==> src/rtl/ccd_capture_roi_if.sv <==
// ccd_capture_roi_if
// Bundles the sensor-side inputs, the runtime control and ROI fields, and the
// cropped pixel stream of the D5M capture stage. The sensor/control side uses
// the master modport and the capture block uses the slave modport.
interface ccd_capture_roi_if #(
  parameter int DATA_W = 12,
  parameter int CNT_W  = 16,
  parameter int FCNT_W = 32
);
  logic [DATA_W-1:0] iDATA;
  logic              iFVAL;
  logic              iLVAL;
  logic              iSTART;
  logic              iEND;
  logic [CNT_W-1:0]  iWIN_X0;
  logic [CNT_W-1:0]  iWIN_Y0;
  logic [CNT_W-1:0]  iWIN_W;
  logic [CNT_W-1:0]  iWIN_H;
  logic [DATA_W-1:0] oDATA;
  logic              oDVAL;
  logic [CNT_W-1:0]  oX_Cont;
  logic [CNT_W-1:0]  oY_Cont;
  logic [FCNT_W-1:0] oFrame_Cont;
  logic              oSOF;
  logic              oEOF;
  logic              oBUSY;

  modport master (
    output iDATA, iFVAL, iLVAL, iSTART, iEND, iWIN_X0, iWIN_Y0, iWIN_W, iWIN_H,
    input  oDATA, oDVAL, oX_Cont, oY_Cont, oFrame_Cont, oSOF, oEOF, oBUSY
  );

  modport slave (
    input  iDATA, iFVAL, iLVAL, iSTART, iEND, iWIN_X0, iWIN_Y0, iWIN_W, iWIN_H,
    output oDATA, oDVAL, oX_Cont, oY_Cont, oFrame_Cont, oSOF, oEOF, oBUSY
  );
endinterface

==> src/rtl/ccd_capture_roi.sv <==
// ccd_capture_roi
// D5M frame-capture stage: registers the raw FVAL/LVAL-framed pixel stream,
// tracks raw column/row, crops to a per-frame shadowed ROI and emits a
// DVAL-qualified stream with window-relative coordinates, SOF/EOF pulses and
// a completed-frame counter. Capture is armed and stopped frame-synchronously.
// LVAL is expected to rise at least one cycle after FVAL, as the D5M does.
module ccd_capture_roi #(
  parameter int DATA_W = 12,
  parameter int CNT_W  = 16,
  parameter int FCNT_W = 32
) (
  input logic               iCLK,
  input logic               iRST_N,
  ccd_capture_roi_if.slave  bus
);

  typedef enum logic [1:0] {
    ST_IDLE     = 2'd0,
    ST_ARMED    = 2'd1,
    ST_CAPTURE  = 2'd2,
    ST_STOPPING = 2'd3
  } state_t;

  localparam logic [CNT_W-1:0]  CNT_MAX  = {CNT_W{1'b1}};
  localparam logic [CNT_W-1:0]  CNT_ONE  = {{(CNT_W-1){1'b0}}, 1'b1};
  localparam logic [FCNT_W-1:0] FCNT_ONE = {{(FCNT_W-1){1'b0}}, 1'b1};

  // input registers and edge-detect second stage
  logic [DATA_W-1:0] d_r;
  logic              fval_r;
  logic              lval_r;
  logic              fval_d_r;
  logic              lval_d_r;
  // prime_r[1] is set once fval_d_r holds a genuine sensor sample, so a frame
  // already in progress when reset releases is not mistaken for a new one
  logic [1:0]        prime_r;

  logic [CNT_W-1:0]  x_r;
  logic [CNT_W-1:0]  y_r;
  logic [CNT_W-1:0]  x0_r;
  logic [CNT_W-1:0]  y0_r;
  logic [CNT_W-1:0]  w_r;
  logic [CNT_W-1:0]  h_r;

  state_t            state_r;
  state_t            state_s;

  logic              acc_r;
  logic [DATA_W-1:0] pix_r;
  logic [CNT_W-1:0]  xo_r;
  logic [CNT_W-1:0]  yo_r;

  logic [DATA_W-1:0] odata_r;
  logic              odval_r;
  logic [CNT_W-1:0]  ox_r;
  logic [CNT_W-1:0]  oy_r;
  logic [FCNT_W-1:0] frame_r;
  logic              sof_r;
  logic              eof_r;
  logic              busy_r;

  logic              f_rise_s;
  logic              f_fall_s;
  logic              l_fall_s;
  logic              cap_s;
  logic [CNT_W:0]    x_end_s;
  logic [CNT_W:0]    y_end_s;
  logic              in_x_s;
  logic              in_y_s;
  logic              acc_s;
  logic              sof_s;
  logic              eof_s;

  assign f_rise_s = fval_r & ~fval_d_r & prime_r[1];
  assign f_fall_s = ~fval_r & fval_d_r & prime_r[1];
  assign l_fall_s = ~lval_r & lval_d_r;
  assign cap_s    = (state_r == ST_CAPTURE) || (state_r == ST_STOPPING);

  // window ends are one bit wider so X0+W / Y0+H can never wrap
  assign x_end_s  = {1'b0, x0_r} + {1'b0, w_r};
  assign y_end_s  = {1'b0, y0_r} + {1'b0, h_r};
  assign in_x_s   = (x_r >= x0_r) && ({1'b0, x_r} < x_end_s);
  assign in_y_s   = (y_r >= y0_r) && ({1'b0, y_r} < y_end_s);
  assign acc_s    = cap_s & fval_r & lval_r & in_x_s & in_y_s;

  // register raw sensor inputs and keep a delayed copy for edge detection
  always_ff @(posedge iCLK or negedge iRST_N) begin
    if (!iRST_N) begin
      d_r      <= {DATA_W{1'b0}};
      fval_r   <= 1'b0;
      lval_r   <= 1'b0;
      fval_d_r <= 1'b0;
      lval_d_r <= 1'b0;
      prime_r  <= 2'b00;
    end else begin
      d_r      <= bus.iDATA;
      fval_r   <= bus.iFVAL;
      lval_r   <= bus.iLVAL;
      fval_d_r <= fval_r;
      lval_d_r <= lval_r;
      prime_r  <= {prime_r[0], 1'b1};
    end
  end

  // saturating raw column/row counters; LVAL outside FVAL does not advance them
  always_ff @(posedge iCLK or negedge iRST_N) begin
    if (!iRST_N) begin
      x_r <= {CNT_W{1'b0}};
      y_r <= {CNT_W{1'b0}};
    end else begin
      if (!lval_r) begin
        x_r <= {CNT_W{1'b0}};
      end else if (fval_r && (x_r != CNT_MAX)) begin
        x_r <= x_r + CNT_ONE;
      end else begin
        x_r <= x_r;
      end
      if (f_rise_s) begin
        y_r <= {CNT_W{1'b0}};
      end else if (l_fall_s && fval_r && (y_r != CNT_MAX)) begin
        y_r <= y_r + CNT_ONE;
      end else begin
        y_r <= y_r;
      end
    end
  end

  // shadow the ROI at each frame start so mid-frame edits wait for the next frame
  always_ff @(posedge iCLK or negedge iRST_N) begin
    if (!iRST_N) begin
      x0_r <= {CNT_W{1'b0}};
      y0_r <= {CNT_W{1'b0}};
      w_r  <= {CNT_W{1'b0}};
      h_r  <= {CNT_W{1'b0}};
    end else if (f_rise_s) begin
      x0_r <= bus.iWIN_X0;
      y0_r <= bus.iWIN_Y0;
      w_r  <= bus.iWIN_W;
      h_r  <= bus.iWIN_H;
    end else begin
      x0_r <= x0_r;
      y0_r <= y0_r;
      w_r  <= w_r;
      h_r  <= h_r;
    end
  end

  // capture control state register
  always_ff @(posedge iCLK or negedge iRST_N) begin
    if (!iRST_N) begin
      state_r <= ST_IDLE;
    end else begin
      state_r <= state_s;
    end
  end

  // next-state logic plus SOF/EOF decode; iEND always takes priority over iSTART
  always_comb begin
    state_s = state_r;
    sof_s   = 1'b0;
    eof_s   = 1'b0;
    case (state_r)
      ST_IDLE: begin
        if (bus.iSTART && !bus.iEND) begin
          state_s = ST_ARMED;
        end else begin
          state_s = ST_IDLE;
        end
      end
      ST_ARMED: begin
        if (bus.iEND) begin
          state_s = ST_IDLE;
        end else if (f_rise_s) begin
          state_s = ST_CAPTURE;
          sof_s   = 1'b1;
        end else begin
          state_s = ST_ARMED;
        end
      end
      ST_CAPTURE: begin
        sof_s = f_rise_s;
        eof_s = f_fall_s;
        if (bus.iEND) begin
          // a frame still in flight is finished in STOPPING; otherwise stop now
          if (fval_r) begin
            state_s = ST_STOPPING;
          end else begin
            state_s = ST_IDLE;
          end
        end else begin
          state_s = ST_CAPTURE;
        end
      end
      ST_STOPPING: begin
        eof_s = f_fall_s;
        if (f_fall_s) begin
          state_s = ST_IDLE;
        end else begin
          state_s = ST_STOPPING;
        end
      end
      default: begin
        state_s = ST_IDLE;
      end
    endcase
  end

  // first pipeline stage: accept decision, pixel and window-relative coordinates
  always_ff @(posedge iCLK or negedge iRST_N) begin
    if (!iRST_N) begin
      acc_r <= 1'b0;
      pix_r <= {DATA_W{1'b0}};
      xo_r  <= {CNT_W{1'b0}};
      yo_r  <= {CNT_W{1'b0}};
    end else begin
      acc_r <= acc_s;
      if (acc_s) begin
        pix_r <= d_r;
        xo_r  <= x_r - x0_r;
        yo_r  <= y_r - y0_r;
      end else begin
        pix_r <= pix_r;
        xo_r  <= xo_r;
        yo_r  <= yo_r;
      end
    end
  end

  // output stage: data holds while not valid, frame counter steps with EOF
  always_ff @(posedge iCLK or negedge iRST_N) begin
    if (!iRST_N) begin
      odata_r <= {DATA_W{1'b0}};
      odval_r <= 1'b0;
      ox_r    <= {CNT_W{1'b0}};
      oy_r    <= {CNT_W{1'b0}};
      frame_r <= {FCNT_W{1'b0}};
      sof_r   <= 1'b0;
      eof_r   <= 1'b0;
      busy_r  <= 1'b0;
    end else begin
      odval_r <= acc_r;
      if (acc_r) begin
        odata_r <= pix_r;
        ox_r    <= xo_r;
        oy_r    <= yo_r;
      end else begin
        odata_r <= odata_r;
        ox_r    <= ox_r;
        oy_r    <= oy_r;
      end
      if (eof_s) begin
        frame_r <= frame_r + FCNT_ONE;
      end else begin
        frame_r <= frame_r;
      end
      sof_r  <= sof_s;
      eof_r  <= eof_s;
      busy_r <= (state_s != ST_IDLE);
    end
  end

  assign bus.oDATA       = odata_r;
  assign bus.oDVAL       = odval_r;
  assign bus.oX_Cont     = ox_r;
  assign bus.oY_Cont     = oy_r;
  assign bus.oFrame_Cont = frame_r;
  assign bus.oSOF        = sof_r;
  assign bus.oEOF        = eof_r;
  assign bus.oBUSY       = busy_r;

endmodule

==> src/flat_wrapper.sv <==
// flat-port wrapper written by rule: the top's interface ports become plain ports
module ccd_capture_roi_flat 
#(
  parameter int DATA_W = 12,
  parameter int CNT_W  = 16,
  parameter int FCNT_W = 32
)
  (iCLK, iRST_N, bus_iDATA, bus_iFVAL, bus_iLVAL, bus_iSTART, bus_iEND, bus_iWIN_X0, bus_iWIN_Y0, bus_iWIN_W, bus_iWIN_H, bus_oDATA, bus_oDVAL, bus_oX_Cont, bus_oY_Cont, bus_oFrame_Cont, bus_oSOF, bus_oEOF, bus_oBUSY);
  ccd_capture_roi_if #(.DATA_W(DATA_W), .CNT_W(CNT_W), .FCNT_W(FCNT_W)) bus_i ();
  input logic iCLK;
  input logic iRST_N;
  input wire logic [$bits(bus_i.iDATA)-1:0] bus_iDATA;
  input wire logic [$bits(bus_i.iFVAL)-1:0] bus_iFVAL;
  input wire logic [$bits(bus_i.iLVAL)-1:0] bus_iLVAL;
  input wire logic [$bits(bus_i.iSTART)-1:0] bus_iSTART;
  input wire logic [$bits(bus_i.iEND)-1:0] bus_iEND;
  input wire logic [$bits(bus_i.iWIN_X0)-1:0] bus_iWIN_X0;
  input wire logic [$bits(bus_i.iWIN_Y0)-1:0] bus_iWIN_Y0;
  input wire logic [$bits(bus_i.iWIN_W)-1:0] bus_iWIN_W;
  input wire logic [$bits(bus_i.iWIN_H)-1:0] bus_iWIN_H;
  output wire logic [$bits(bus_i.oDATA)-1:0] bus_oDATA;
  output wire logic [$bits(bus_i.oDVAL)-1:0] bus_oDVAL;
  output wire logic [$bits(bus_i.oX_Cont)-1:0] bus_oX_Cont;
  output wire logic [$bits(bus_i.oY_Cont)-1:0] bus_oY_Cont;
  output wire logic [$bits(bus_i.oFrame_Cont)-1:0] bus_oFrame_Cont;
  output wire logic [$bits(bus_i.oSOF)-1:0] bus_oSOF;
  output wire logic [$bits(bus_i.oEOF)-1:0] bus_oEOF;
  output wire logic [$bits(bus_i.oBUSY)-1:0] bus_oBUSY;
  assign bus_i.iDATA = bus_iDATA;
  assign bus_i.iFVAL = bus_iFVAL;
  assign bus_i.iLVAL = bus_iLVAL;
  assign bus_i.iSTART = bus_iSTART;
  assign bus_i.iEND = bus_iEND;
  assign bus_i.iWIN_X0 = bus_iWIN_X0;
  assign bus_i.iWIN_Y0 = bus_iWIN_Y0;
  assign bus_i.iWIN_W = bus_iWIN_W;
  assign bus_i.iWIN_H = bus_iWIN_H;
  assign bus_oDATA = bus_i.oDATA;
  assign bus_oDVAL = bus_i.oDVAL;
  assign bus_oX_Cont = bus_i.oX_Cont;
  assign bus_oY_Cont = bus_i.oY_Cont;
  assign bus_oFrame_Cont = bus_i.oFrame_Cont;
  assign bus_oSOF = bus_i.oSOF;
  assign bus_oEOF = bus_i.oEOF;
  assign bus_oBUSY = bus_i.oBUSY;
  ccd_capture_roi #(.DATA_W(DATA_W), .CNT_W(CNT_W), .FCNT_W(FCNT_W)) u_core (.iCLK(iCLK), .iRST_N(iRST_N), .bus(bus_i));
endmodule
==> config.mk <==
export PLATFORM = sky130hd
export DESIGN_NAME = ccd_capture_roi_flat
export DESIGN_NICKNAME = d
export VERILOG_FILES = /design/src/rtl/ccd_capture_roi_if.sv /design/src/rtl/ccd_capture_roi.sv /design/src/flat_wrapper.sv
export SDC_FILE = /design/constraint.sdc
export NUM_CORES = 1
export LEC_CHECK = 0
export CORE_MARGIN = 2
export CORE_UTILIZATION = 56
export CTS_BUF_LIST = sky130_fd_sc_hd__clkbuf_16
export CTS_CLUSTER_SIZE = 16
export DETAILED_ROUTE_END_ITERATION = 12
export PLACE_DENSITY = 0.86
export SYNTH_ARGS = -nofsm -noshare
export SYNTH_HDL_FRONTEND = slang
export SYNTH_SLANG_ARGS = --single-unit
==> constraint.sdc <==
create_clock -name iCLK -period 4.9 [get_ports iCLK]
set_input_delay 0.98 -clock iCLK [delete_from_list [all_inputs] [get_ports iCLK]]
set_output_delay 0.98 -clock iCLK [all_outputs]
set_load 0.005 [all_outputs]
==> results of run 1 <==
-- path summary, 6_finish.rpt --
check                                             from                           to
setup / recovery            u_core.y0_r[0]$_DFFE_PN0P_   u_core.yo_r[8]$_DFFE_PN0P_
hold / removal             u_core.prime_r[0]$_DFF_PN0_  u_core.prime_r[1]$_DFF_PN0_
setup reg to reg            u_core.y0_r[0]$_DFFE_PN0P_   u_core.yo_r[8]$_DFFE_PN0P_
hold reg to reg            u_core.prime_r[0]$_DFF_PN0_  u_core.prime_r[1]$_DFF_PN0_
max in group asynchronous                       iRST_N  u_core.pix_r[8]$_DFFE_PN0P_
min in group asynchronous                       iRST_N    u_core.w_r[3]$_DFFE_PN0P_
-- per-stage QoR --
step                      util (%)  hold WS [ns]  setup slack (ns)
after detailed placement      65.2         0.335             0.479
after floorplan                  -         0.331             0.759
final                         69.1         0.347             0.418
after global routing          69.1         0.359             0.158
after global placement        65.2         0.331             0.629
after CTS                     69.1         0.347             0.439
-- state kept, by name (all words and copies together) (netlist names), 2 cells and up --
signal	cells
u_core.y_r	16
u_core.x_r	16
u_core.bus.oX_Cont	16
u_core.x0_r	16
u_core.pix_r	12
u_core.bus.oY_Cont	16
u_core.state_r	2
u_core.bus.oFrame_Cont	32
u_core.h_r	16
u_core.d_r	12
u_core.xo_r	16
u_core.yo_r	16
u_core.y0_r	16
u_core.bus.oDATA	12
u_core.prime_r	2
u_core.w_r	16
-- synthesized netlist by cell type (2+ instances only) --
master and instances:
o21bai_1 4, nand2_1 195, nor2_1 56, dfrtp_1 241
a211o_1 3, mux2i_1 5, o21a_1 6, clkbuf_1 21
mux2_1 10, fa_1 4, o21ai_1 3, buf_1 2
and3b_1 2, and2_1 17, nor3_1 20, ha_1 101
inv_1 61, or3_1 3, o31ai_1 3, a2bb2oi_1 2
or2_2 6, a21oi_1 54, nor2b_1 10, o21ai_0 64
buf_6 4, and4_1 4, xnor2_1 74, nand3_1 21
o211ai_1 2, and2b_1 2, nand4_1 20, a21boi_0 5
and3_1 15, a21o_1 17, a31oi_1 7, xor2_1 35
nand2b_1 11, a2111oi_0 3, a31o_2 3, mux2_2 75
a211oi_1 5, o21ba_2 2, nand3b_1 4
-- area by class of cell --
cell class / count / share of cell area (%)
multi-input cells: 893 / 41.0
clock inverters: 18 / 1.32
clock buffers: 27 / 4.35
well taps: 285 / 2.29
inverters: 61 / 1.47
flip-flops and latches: 241 / 38.8
repair buffers: 166 / 10.8
-- power groups by stage --
| stage | logic [mW] | registers, mW | clock network, mW |
|---|---|---|---|
| finish | 1.27 | 2.19 | 2.04 |
| global placement | 1.21 | 2.22 | 0 |
| global route | 1.43 | 2.21 | 2.15 |
| CTS | 1.28 | 2.19 | 2.07 |
| detailed placement | 1.26 | 2.23 | 0 |
| floorplan | 0.904 | 2.20 | 0 |
-- worst reg2reg max path: cells and delay by family (launching register included) --
family | cells | cell delay [ns]
adders and majority gates | 3 | 0.90
DFF | 1 | 0.40
AOI/OAI and AO/OA | 11 | 2.18
muxes | 1 | 0.41
buffers and inverters | 1 | 0.29
xor gates and xnor gates | 1 | 0.18
-- cells by family after synthesis --
family | after synthesis | synth area share [%]
AO/OA/AOI/OAI | 196 | 9.75
XOR/XNOR | 109 | 7.48
adder cells (fa/ha/maj) | 105 | 10.5
buffers and inverters | 89 | 2.86
flip-flops | 241 | 47.3
multiplexers | 90 | 7.89
other | 1 | 0.0294
AND/OR/NAND/NOR | 392 | 14.2
-- routing by layer --
layer,part of all wire [%],up-vias
met4,3.4,0
met1,41,4605
li1,-,4539
met3,3.9,65
met2,51,214
met5,0,-
==> key figures, run 1 <==
GRT
  – GRT met2 Usage: a little over two fifths
  – Global-route wire length before repair: between 40000 and 50000 µm
  – M3 GR Usage: a little under 3%
  – Grt ovf: 0
  – Global routing's busiest layer: met2
  – Largest net degree at the start of global routing: roughly 130
  – GRT Util Overall: between 20% and 30%
  – Vias in the first global route: just under 10k
  – Met1 usage: between 20% and 30%
  – Initial antenna violation count: 0

Synthesis
  – Synth top area share: 47.3%
  – FF+latch count, synth: between 200 and 250
  – Syn_nets: 1410
  – Cell variety after synth: 64
  – Synth Flop Type: dfrtp_1
  – Number of flops mapped to enable cells by yosys: 0
  – Average size of a mapped cell: roughly 10 µm²
  – Post-Syn Area: around 13000 µm²
  – Synth Warn #: 0
  – Top post-synthesis cells by area: dfrtp_1 47%, ha_1 9.9%, mux2_2 6.6%
  – Mapped Cells: 1223
  – Leading area contributor after synthesis: dfrtp_1
  – Seq/Total Area, Yosys: a little under half
  – Fraction of registers with async set/reset: between 90% and 100%

Power
  – P per Cell Area: 354 nW/µm²
  – Clock power frac: 37.0%
  – P_sw: between 1.5 and 2 mW
  – Register share of total power: between 30% and 40%
  – Cell internal pwr: about 3.9 mW
  – Total Power: between 5 and 6 mW
  – Leakage: roughly 7.5 nW
  – Peak supply drop: 303 µV
  – Comb pwr share: between 20% and 30%
  – Switching share of power: about 29%

Floorplanning
  – Area of the core: about 23000 µm²
  – Cell row count: 55
  – Die width: around 150 µm
  – Die area: 24000 µm²
  – Io pins: between 150 and 200
  – Die H: ~150 µm
  – Starting density of the core: between 50% and 60%

CTS
  – CTS resizes: 0
  – Worst-skew pair later-pin latency: 0.53 ns
  – Clk buf depth: 3
  – Number of H-tree levels: 1
  – Total CTS buffers: 27
  – Cts hold-fix bufs: 0
  – CTS root buffer: clkbuf_16
  – Postcts setup bufs: 0
  – Num Clock Sinks: roughly 240
  – Clock-pin slew on the worst setup and hold paths: ~0.060 ns
  – CTS tree: built

Timing
  – Min Tclk post-route: between 4 and 5 ns
  – Final count of hold timing violations: 0
  – Pins Over Slew Limit: 0
  – Fmax: between 200 and 250 MHz
  – Endpoints failing setup: 0
  – Worst-margin pin slew: about 1.0 ns
  – Clock skew: 0.0122 ns
  – Final setup TNS: 0 ns
  – Unrepaired setup endpoints after global routing: false
  – Slew Limit Headroom: between 30% and 40%
  – Final period util: between 90% and 100%

Critical path
  – CP Capture Type: flop
  – R2R Setup Slk: about 0.42 ns
  – Slowest stage delay, CP: 0.43 ns
  – Worst EP required: ~5.3 ns
  – Number of cells on the critical path: 17
  – CP arrival: between 4 and 5 ns
  – Slowest CP cell: fa_1
  – Critical path peak fanout: 45
  – Worst Path Class, Setup: reg2reg
  – CP startpoint kind: flop
  – Critical path, cell by cell: ha_1, fa_1, a211oi_1, o21ai_1, a41oi_1, a21oi_1, a21o_1, a21oi_1, xor2_1, ha_1, o21a_1, o21ai_0, a31oi_1, o21ba_2, a211oi_4, buf_12, mux2_2
  – CP bufs+invs: 1
  – R2R depth: 17
  – Cell family contributing the most delay on the critical path: compound AO/OA/AOI/OAI gates

Job
  – MaxCap Viol Count: 0

Cells and area
  – Filler cells: 1637
  – Multi-input gate area: between 6000 and 7000 µm²
  – Final Cell Area: roughly 16000 µm²
  – Ant. Diodes: 0
  – Most common cell after layout, fill and taps aside: dfrtp_1
  – Commonest cells after routing, fill and taps aside: 240 x dfrtp_1, 195 x nand2_1, 160 x clkdlybuf4s50_1
  – Register area: roughly 6000 µm²
  – Layout Nets: 1577
  – Fin cells: between 1.5k and 2k
  – P&R area growth vs syn: 21.8%
  – Ratio of cells with drive above 1 in the final layout: under 10%

Routing
  – Via count: ~9.4k
  – Post-Route WL: between 20000 and 30000 µm
  – DRC: 0
  – Initial DRC Count: between 400 and 500
  – Average wire per standard cell: ~17 µm
  – Post-DRT Antenna Nets: 0
  – Pre-antenna DRT Iters: 5
  – Via density: between 5 and 6

Placed design
  – Routability congestion estimate: 0.905
  – Port Buf Inserts: approximately 160
  – Dpl cell area: 14700 µm²
  – DP Cell Count: between 1.5k and 2k
  – Detailed placer's ending HPWL: 20400 µm

Worst hold path
  – Min-delay worst type: reg2reg
  – Worst Hold Depth: 0

Run status
  – Status: completed
Power figures use the tool's default switching activity.
==> run 2, diff against run 1 <==
--- a/config.mk
+++ b/config.mk
@@ -8,9 +8,8 @@
 export CORE_MARGIN = 2
 export CORE_UTILIZATION = 56
 export CTS_BUF_LIST = sky130_fd_sc_hd__clkbuf_16
-export CTS_CLUSTER_SIZE = 16
 export DETAILED_ROUTE_END_ITERATION = 12
-export PLACE_DENSITY = 0.86
+export PLACE_DENSITY_LB_ADDON = 0.05
 export SYNTH_ARGS = -nofsm -noshare
 export SYNTH_HDL_FRONTEND = slang
 export SYNTH_SLANG_ARGS = --single-unit
==> run 2 against run 1 <==
Critical path depth did not move. Combinational power hardly changed. Sequential share of layout area is 0.11 points higher. Maximum frequency up 0.15%. Cell count is 0.12% higher. Worst hold slack gained 0.0076 ns. Critical endpoint is now u_core.pix_r[9]$_DFFE_PN0P_.
==> key figures, run 2 (synthesis results as in run 1) <==
Run status
  – Status: completed

Critical path
  – Worst Path Class, Setup: reg2reg
  – Critical path, cell by cell: ha_1, fa_1, a211oi_1, o21ai_1, a41oi_1, a21oi_1, a21o_1, a21oi_1, xor2_1, ha_1, o21a_1, o21ai_0, a31oi_1, o21ba_2, a211oi_4, buf_12, mux2_2
  – CP arrival: 4.88 ns (about the same)
  – CP Capture Type: flop
  – Critical path peak fanout: 45 (unchanged)
  – CP bufs+invs: 1 (unchanged)
  – Worst EP required: 5.31 ns (about the same)
  – Cell family contributing the most delay on the critical path: compound AO/OA/AOI/OAI gates
  – Slowest CP cell: fa_1
  – CP startpoint kind: flop
  – Slowest stage delay, CP: 0.43 ns (about the same)

Cells and area
  – Layout Utilization: 68.9% (-0.19 points)
  – Ratio of cells with drive above 1 in the final layout: 9.59% (-0.085 points)
  – Commonest cells after routing, fill and taps aside: 240 x dfrtp_1, 195 x nand2_1, 160 x clkdlybuf4s50_1
  – Ant. Diodes: 0 (unchanged)
  – Final Cell Area: 15500 µm² (-0.28%)
  – Filler cells: 1830 (+12%)
  – Max reg flops: 32 (unchanged)
  – Most common cell after layout, fill and taps aside: dfrtp_1
  – Layout Nets: 1576 (-0.063%)
  – P&R area growth vs syn: 21.5%

Timing
  – Endpoints failing setup: 0 (unchanged)
  – Slew Limit Headroom: 30.3% (-0.60 points)
  – Worst-margin pin slew: 1.05 ns (+0.00904 ns)
  – Worst setup margin: 0.425 ns (+0.00666 ns)
  – Min Tclk post-route: 4.48 ns (-0.00666 ns)
  – Fmax: 223 MHz (+0.15%)
  – Final setup TNS: 0 ns (unchanged)
  – Final period util: 91.3% (-0.14 points)
  – Unrepaired setup endpoints after global routing: false
  – Clock skew: 0.0128 ns (+0.000523 ns)
  – Pins Over Slew Limit: 0 (unchanged)
  – Final count of hold timing violations: 0 (unchanged)

GRT
  – Vias in the first global route: 9337 (-3.4%)
  – Global-route wire length before repair: 45700 µm (-2.6%)
  – Grt ovf: 0 (unchanged)
  – Initial antenna violation count: 0 (unchanged)
  – GRT Util Overall: 23.2% (-0.73 points)
  – Largest net degree at the start of global routing: 136 (+1.5%)

Power
  – Switching share of power: 29.0% (+0.24 points)
  – P_sw: 1.56 mW (-1.6%)
  – Leakage: 7.45 nW (-0.16%)
  – Register share of total power: 40.8% (+0.9 points)
  – Peak supply drop: 285 µV (-5.8%)
  – Comb pwr share: 23.5% (+0.4 points)
  – P per Cell Area: 346 nW/µm² (-2.2%)
  – Total Power: 5.37 mW (-2.4%)
  – Cell internal pwr: 3.81 mW (-2.8%)
  – Clock power frac: 35.8% (-1.2 points)

CTS
  – Clk buf depth: 3 (unchanged)
  – CTS resizes: 0 (unchanged)
  – Number of H-tree levels: 1 (unchanged)
  – Postcts setup bufs: 0 (unchanged)
  – Total CTS buffers: 26 (-3.7%)
  – CTS tree: built
  – CTS root buffer: clkbuf_16
  – Clock-pin slew on the worst setup and hold paths: 0.06 ns (about the same)
  – Cts hold-fix bufs: 0 (unchanged)
  – Num Clock Sinks: 241 (unchanged)
  – Worst-skew pair later-pin latency: 0.53 ns (about the same)

Routing
  – Average wire per standard cell: 16.0 µm (-4.9%)
  – Via count: 9223 (-2.1%)
  – Pre-antenna DRT Iters: 5 (unchanged)
  – Post-Route WL: 27100 µm (-4.8%)
  – Via density: 5.45 (-2.2%)
  – Initial DRC Count: 463 (-2.3%)
  – DRC: 0 (unchanged)
  – Post-DRT Antenna Nets: 0 (unchanged)

Floorplanning
  – Die area: 24000 µm² (unchanged)
  – Area of the core: 22500 µm² (unchanged)
  – Die width: 155 µm (unchanged)
  – Cell row count: 55 (unchanged)
  – Starting density of the core: 56.7% (unchanged)
  – Die H: 155 µm (unchanged)
  – Io pins: 162 (unchanged)

Placed design
  – Port Buf Inserts: 161 (unchanged)
  – Routability congestion estimate: 0.831 (-8.2%)
  – Worst slack, placed: 0.467 ns (-0.0114 ns)
  – Dpl cell area: 14700 µm² (unchanged)
  – Detailed placer's ending HPWL: 19700 µm (-3.6%)

Worst hold path
  – Min-delay worst type: reg2reg

Job
  – MaxCap Viol Count: 0 (unchanged)
[run 2: cell types whose count changed in the layout (fill, tap and decap cells not counted), sizes merged]
cell,delta
bufinv,-2
clkinv,+2
inv,+2
[run 2: power groups by stage]
stage | Combinational [mW] | Clock [mW] | Sequential [mW]
finish | 1.26 | 1.92 | 2.19
global route | 1.44 | 2.05 | 2.21
CTS | 1.27 | 1.97 | 2.19
detailed placement | 1.26 | 0 | 2.23
global placement | 1.23 | 0 | 2.22
floorplan | 0.904 | 0 | 2.20
[run 2: layout make-up]
type	instances	area, µm²	area share [%]
well taps	285	357	2.30
repair buffers	166	1680	10.8
clock inverters	20	161	1.04
flip-flops and latches	241	6030	38.9
clock buffers	27	676	4.36
inverters	61	229	1.48
multi-input cells	893	6370	41.1
[run 2: per-stage QoR]
| stage | cells | hold WS (ns) |
|---|---|---|
| floorplan | 1223 | 0.331 |
| global placement | 1646 | 0.331 |
| detailed placement | 1646 | 0.345 |
| CTS | 1693 | 0.359 |
| global route | 1693 | 0.359 |
| finish | 1693 | 0.355 |
[run 2: routing by layer]
layer	share of wire (%)	routed length, µm	vias up	global-route usage [%]
li1	-	-	4534	-
met1	43	11500	4483	28.9
met4	3.6	978	0	7.98
met3	2.7	739	54	2.59
met5	0	0	-	0
met2	51	13800	152	42.0
[run 2: worst paths after layout]
path                                              from                          end  slack [ns]  cells after the start
setup / recovery            u_core.y0_r[0]$_DFFE_PN0P_  u_core.pix_r[9]$_DFFE_PN0P_        0.42                     17
hold / removal             u_core.prime_r[0]$_DFF_PN0_  u_core.prime_r[1]$_DFF_PN0_        0.35                      0
hold reg to reg            u_core.prime_r[0]$_DFF_PN0_  u_core.prime_r[1]$_DFF_PN0_        0.35                      0
max in group asynchronous                       iRST_N      u_core.d_r[0]$_DFF_PN0_        3.23                      2
min in group asynchronous                       iRST_N    u_core.w_r[4]$_DFFE_PN0P_        0.58                      1
setup reg to reg            u_core.y0_r[0]$_DFFE_PN0P_  u_core.pix_r[9]$_DFFE_PN0P_        0.42                     17
[run 2: worst register-to-register path, stage by stage, from the launching register on]
cell,delay (ns)
dfrtp_1,0.40
ha_1,0.21
fa_1,0.43
a211oi_1,0.41
o21ai_1,0.17
a41oi_1,0.29
a21oi_1,0.17
a21o_1,0.20
a21oi_1,0.18
xor2_1,0.16
ha_1,0.24
o21a_1,0.10
o21ai_0,0.14
a31oi_1,0.08
o21ba_2,0.23
a211oi_4,0.23
buf_12,0.28
mux2_2,0.43
==> run 3, diff against run 2 <==
--- a/config.mk
+++ b/config.mk
@@ -9,7 +9,9 @@
 export CORE_UTILIZATION = 56
 export CTS_BUF_LIST = sky130_fd_sc_hd__clkbuf_16
 export DETAILED_ROUTE_END_ITERATION = 12
+export GPL_TIMING_DRIVEN = 0
 export PLACE_DENSITY_LB_ADDON = 0.05
+export SKIP_CTS_REPAIR_TIMING = 1
 export SYNTH_ARGS = -nofsm -noshare
 export SYNTH_HDL_FRONTEND = slang
 export SYNTH_SLANG_ARGS = --single-unit
==> run 3 against run 2 <==
Sequential share of layout area down 0.46 points. Cell area is 1.2% higher. Sequential power about the same. Non-clock buffer count up 27. Register-to-register slack worse by 0.12 ns. Die area unchanged. Highest routed layer unchanged. Power increased by 1.1%.
==> key figures, run 3 (synthesis results as in run 1) <==
Critical path
  – Crit-path most repeated cell: ha_1
  – Reg2reg start: u_core.x0_r[0]$_DFFE_PN0P_
  – Worst EP required: 5.30 ns (about the same)
  – Slowest stage delay, CP: 0.41 ns (-0.02 ns)
  – Worst setup path start: u_core.x0_r[0]$_DFFE_PN0P_
  – Worst r2r dst: u_core.xo_r[5]$_DFFE_PN0P_
  – Slowest CP cell: dfrtp_1
  – CP arrival: 5.00 ns (+0.12 ns)
  – R2R Setup Slk: 0.31 ns (-0.12 ns)
  – CP bufs+invs: 2 (+1)
  – Critical path, cell by cell: ha_1, fa_1, a21oi_1, nor2b_1, a31o_2, nor4_2, o41ai_4, and3_1, nor2_1, o21ai_0, xnor2_1, ha_1, nand2_1, o41ai_1, o31ai_1, a31oi_1, a211oi_4, buf_12, buf_6, mux2_1
  – CP startpoint kind: flop
  – Worst Path Class, Setup: reg2reg
  – Cell family contributing the most delay on the critical path: compound AO/OA/AOI/OAI gates
  – Critical path peak fanout: 10 (-78%)
  – R2R depth: 20 (+3)
  – CP Capture Type: flop

GRT
  – Global routing's busiest layer: met2
  – Largest net degree at the start of global routing: 96 (-29%)
  – Initial antenna violation count: 0 (unchanged)
  – GRT met2 Usage: 42.5% (+0.55 points)
  – GRT Util Overall: 23.7% (+0.56 points)
  – Vias in the first global route: 9332 (-0.054%)
  – Global-route wire length before repair: 46200 µm (+1.1%)
  – M3 GR Usage: 3.01% (+0.42 points)
  – Met1 usage: 29.9% (+1.1 points)
  – Grt ovf: 0 (unchanged)

Worst hold path
  – Worst Hold Depth: 0 (unchanged)
  – Hold Crit Start: u_core.prime_r[0]$_DFF_PN0_
  – Min-delay worst type: reg2reg
  – Hold Path Sink: u_core.prime_r[1]$_DFF_PN0_

Floorplanning
  – Io pins: 162 (unchanged)
  – Die width: 155 µm (unchanged)
  – Die H: 155 µm (unchanged)
  – Cell row count: 55 (unchanged)
  – Starting density of the core: 56.7% (unchanged)
  – Die area: 24000 µm² (unchanged)
  – Area of the core: 22500 µm² (unchanged)

Placed design
  – Worst slack, placed: 0.0685 ns (-0.399 ns)
  – DP Cell Count: 1671 (+1.5%)
  – Dpl cell area: 14800 µm² (+0.84%)
  – Port Buf Inserts: 161 (unchanged)
  – Detailed placer's ending HPWL: 20800 µm (+5.8%)
  – Routability congestion estimate: 0.838 (+0.87%)

CTS
  – Total CTS buffers: 26 (unchanged)
  – Worst-skew pair later-pin latency: 0.53 ns (about the same)
  – Number of H-tree levels: 1 (unchanged)
  – Num Clock Sinks: 241 (unchanged)
  – Clock-pin slew on the worst setup and hold paths: 0.06 ns (about the same)
  – Clk buf depth: 3 (unchanged)
  – CTS tree: built
  – CTS root buffer: clkbuf_16

Cells and area
  – Layout Utilization: 69.7% (+0.81 points)
  – Ant. Diodes: 0 (unchanged)
  – P&R area growth vs syn: 22.9%
  – Fin cells: 1721 (+1.7%)
  – Layout Nets: 1603 (+1.7%)
  – Final Cell Area: 15700 µm² (+1.2%)
  – Most common cell after layout, fill and taps aside: dfrtp_1
  – Max reg flops: 32 (unchanged)
  – Ratio of cells with drive above 1 in the final layout: 9.61% (+0.022 points)
  – Filler cells: 1756 (-4.0%)
  – Commonest cells after routing, fill and taps aside: 241 x dfrtp_1, 195 x nand2_1, 160 x clkdlybuf4s50_1

Timing
  – Final period util: 93.8% (+2.4 points)
  – Min Tclk post-route: 4.59 ns (+0.120 ns)
  – Final count of hold timing violations: 0 (unchanged)
  – Unrepaired setup endpoints after global routing: false
  – Fmax: 218 MHz (-2.6%)
  – Clock skew: 0.0110 ns (-0.00179 ns)
  – Hold WS: 0.351 ns (-0.00382 ns)
  – Final setup TNS: 0 ns (unchanged)
  – Slew Limit Headroom: 53.9% (+24 points)
  – Worst-margin pin slew: 0.691 ns (-0.355 ns)
  – Worst setup margin: 0.305 ns (-0.120 ns)
  – Pins Over Slew Limit: 0 (unchanged)
  – Endpoints failing setup: 0 (unchanged)

Routing
  – Via count: 9330 (+1.2%)
  – Post-Route WL: 28000 µm (+3.5%)
  – Post-DRT Antenna Nets: 0 (unchanged)
  – Initial DRC Count: 414 (-11%)
  – Pre-antenna DRT Iters: 4 (-1)
  – Average wire per standard cell: 16.3 µm (+1.9%)
  – DRC: 0 (unchanged)
  – Via density: 5.42 (-0.49%)

Power
  – Peak supply drop: 233 µV (-18%)
  – Register share of total power: 40.3% (-0.5 points)
  – Comb pwr share: 23.1% (-0.4 points)
  – Switching share of power: 28.8% (-0.21 points)
  – Total Power: 5.43 mW (+1.1%)
  – P_sw: 1.56 mW (+0.36%)
  – Clock power frac: 36.6% (+0.8 points)
  – Leakage: 7.53 nW (+1.2%)
  – P per Cell Area: 346 nW/µm² (about the same)
  – Cell internal pwr: 3.86 mW (+1.4%)

Run status
  – Status: completed

Job
  – MaxCap Viol Count: 0 (unchanged)
run 3: power by group through the flow:
stage,Sequential (mW),Clock [mW],Combinational (mW)
floorplan,2.20,0,0.904
global route,2.20,2.10,1.43
detailed placement,2.22,0,1.25
global placement,2.22,0,1.21
CTS,2.19,2.02,1.26
finish,2.19,1.99,1.25
run 3: worst reg2reg max path: stages, from the launching register on:
cell and delay, ns:
dfrtp_1 0.41, ha_1 0.22, fa_1 0.41, a21oi_1 0.17, nor2b_1 0.08, a31o_2 0.26
nor4_2 0.29, o41ai_4 0.14, and3_1 0.23, nor2_1 0.15, o21ai_0 0.14, xnor2_1 0.15
ha_1 0.30, nand2_1 0.05, o41ai_1 0.36, o31ai_1 0.10, a31oi_1 0.31, a211oi_4 0.09
buf_12 0.16, buf_6 0.15, mux2_1 0.31
run 3: final cells by class:
| cell class | count | area (µm²) | share of cell area (%) |
|---|---|---|---|
| Inverter | 61 | 229 | 1.46 |
| Buffer | 28 | 136 | 0.870 |
| Sequential cell | 241 | 6030 | 38.5 |
| Clock buffer | 27 | 676 | 4.31 |
| Timing Repair Buffer | 165 | 1700 | 10.8 |
| Tap cell | 285 | 357 | 2.27 |
| Multi-Input combinational cell | 893 | 6370 | 40.6 |
| Clock inverter | 21 | 188 | 1.20 |
run 3: routing by layer:
layer / share of wire (%) / wire length [µm] / up-vias
met5: 0 / 0 / -
met4: 3.0 / 850 / 0
met3: 3.3 / 930 / 51
met2: 50 / 14100 / 134
met1: 43 / 12100 / 4546
li1: - / - / 4599
run 3: worst max-delay path by stage:
stage,slack (ns),depth (start not counted),to
finish,0.31,20,u_core.xo_r[5]$_DFFE_PN0P_
floorplan,0.76,19,u_core.yo_r[10]$_DFFE_PN0P_
global route,0.07,20,u_core.xo_r[5]$_DFFE_PN0P_
CTS,0.008,17,u_core.yo_r[12]$_DFFE_PN0P_
detailed placement,0.07,17,u_core.yo_r[11]$_DFFE_PN0P_
global placement,-7.35,1,u_core.bus.oFrame_Cont[13]$_DFFE_PN0P_
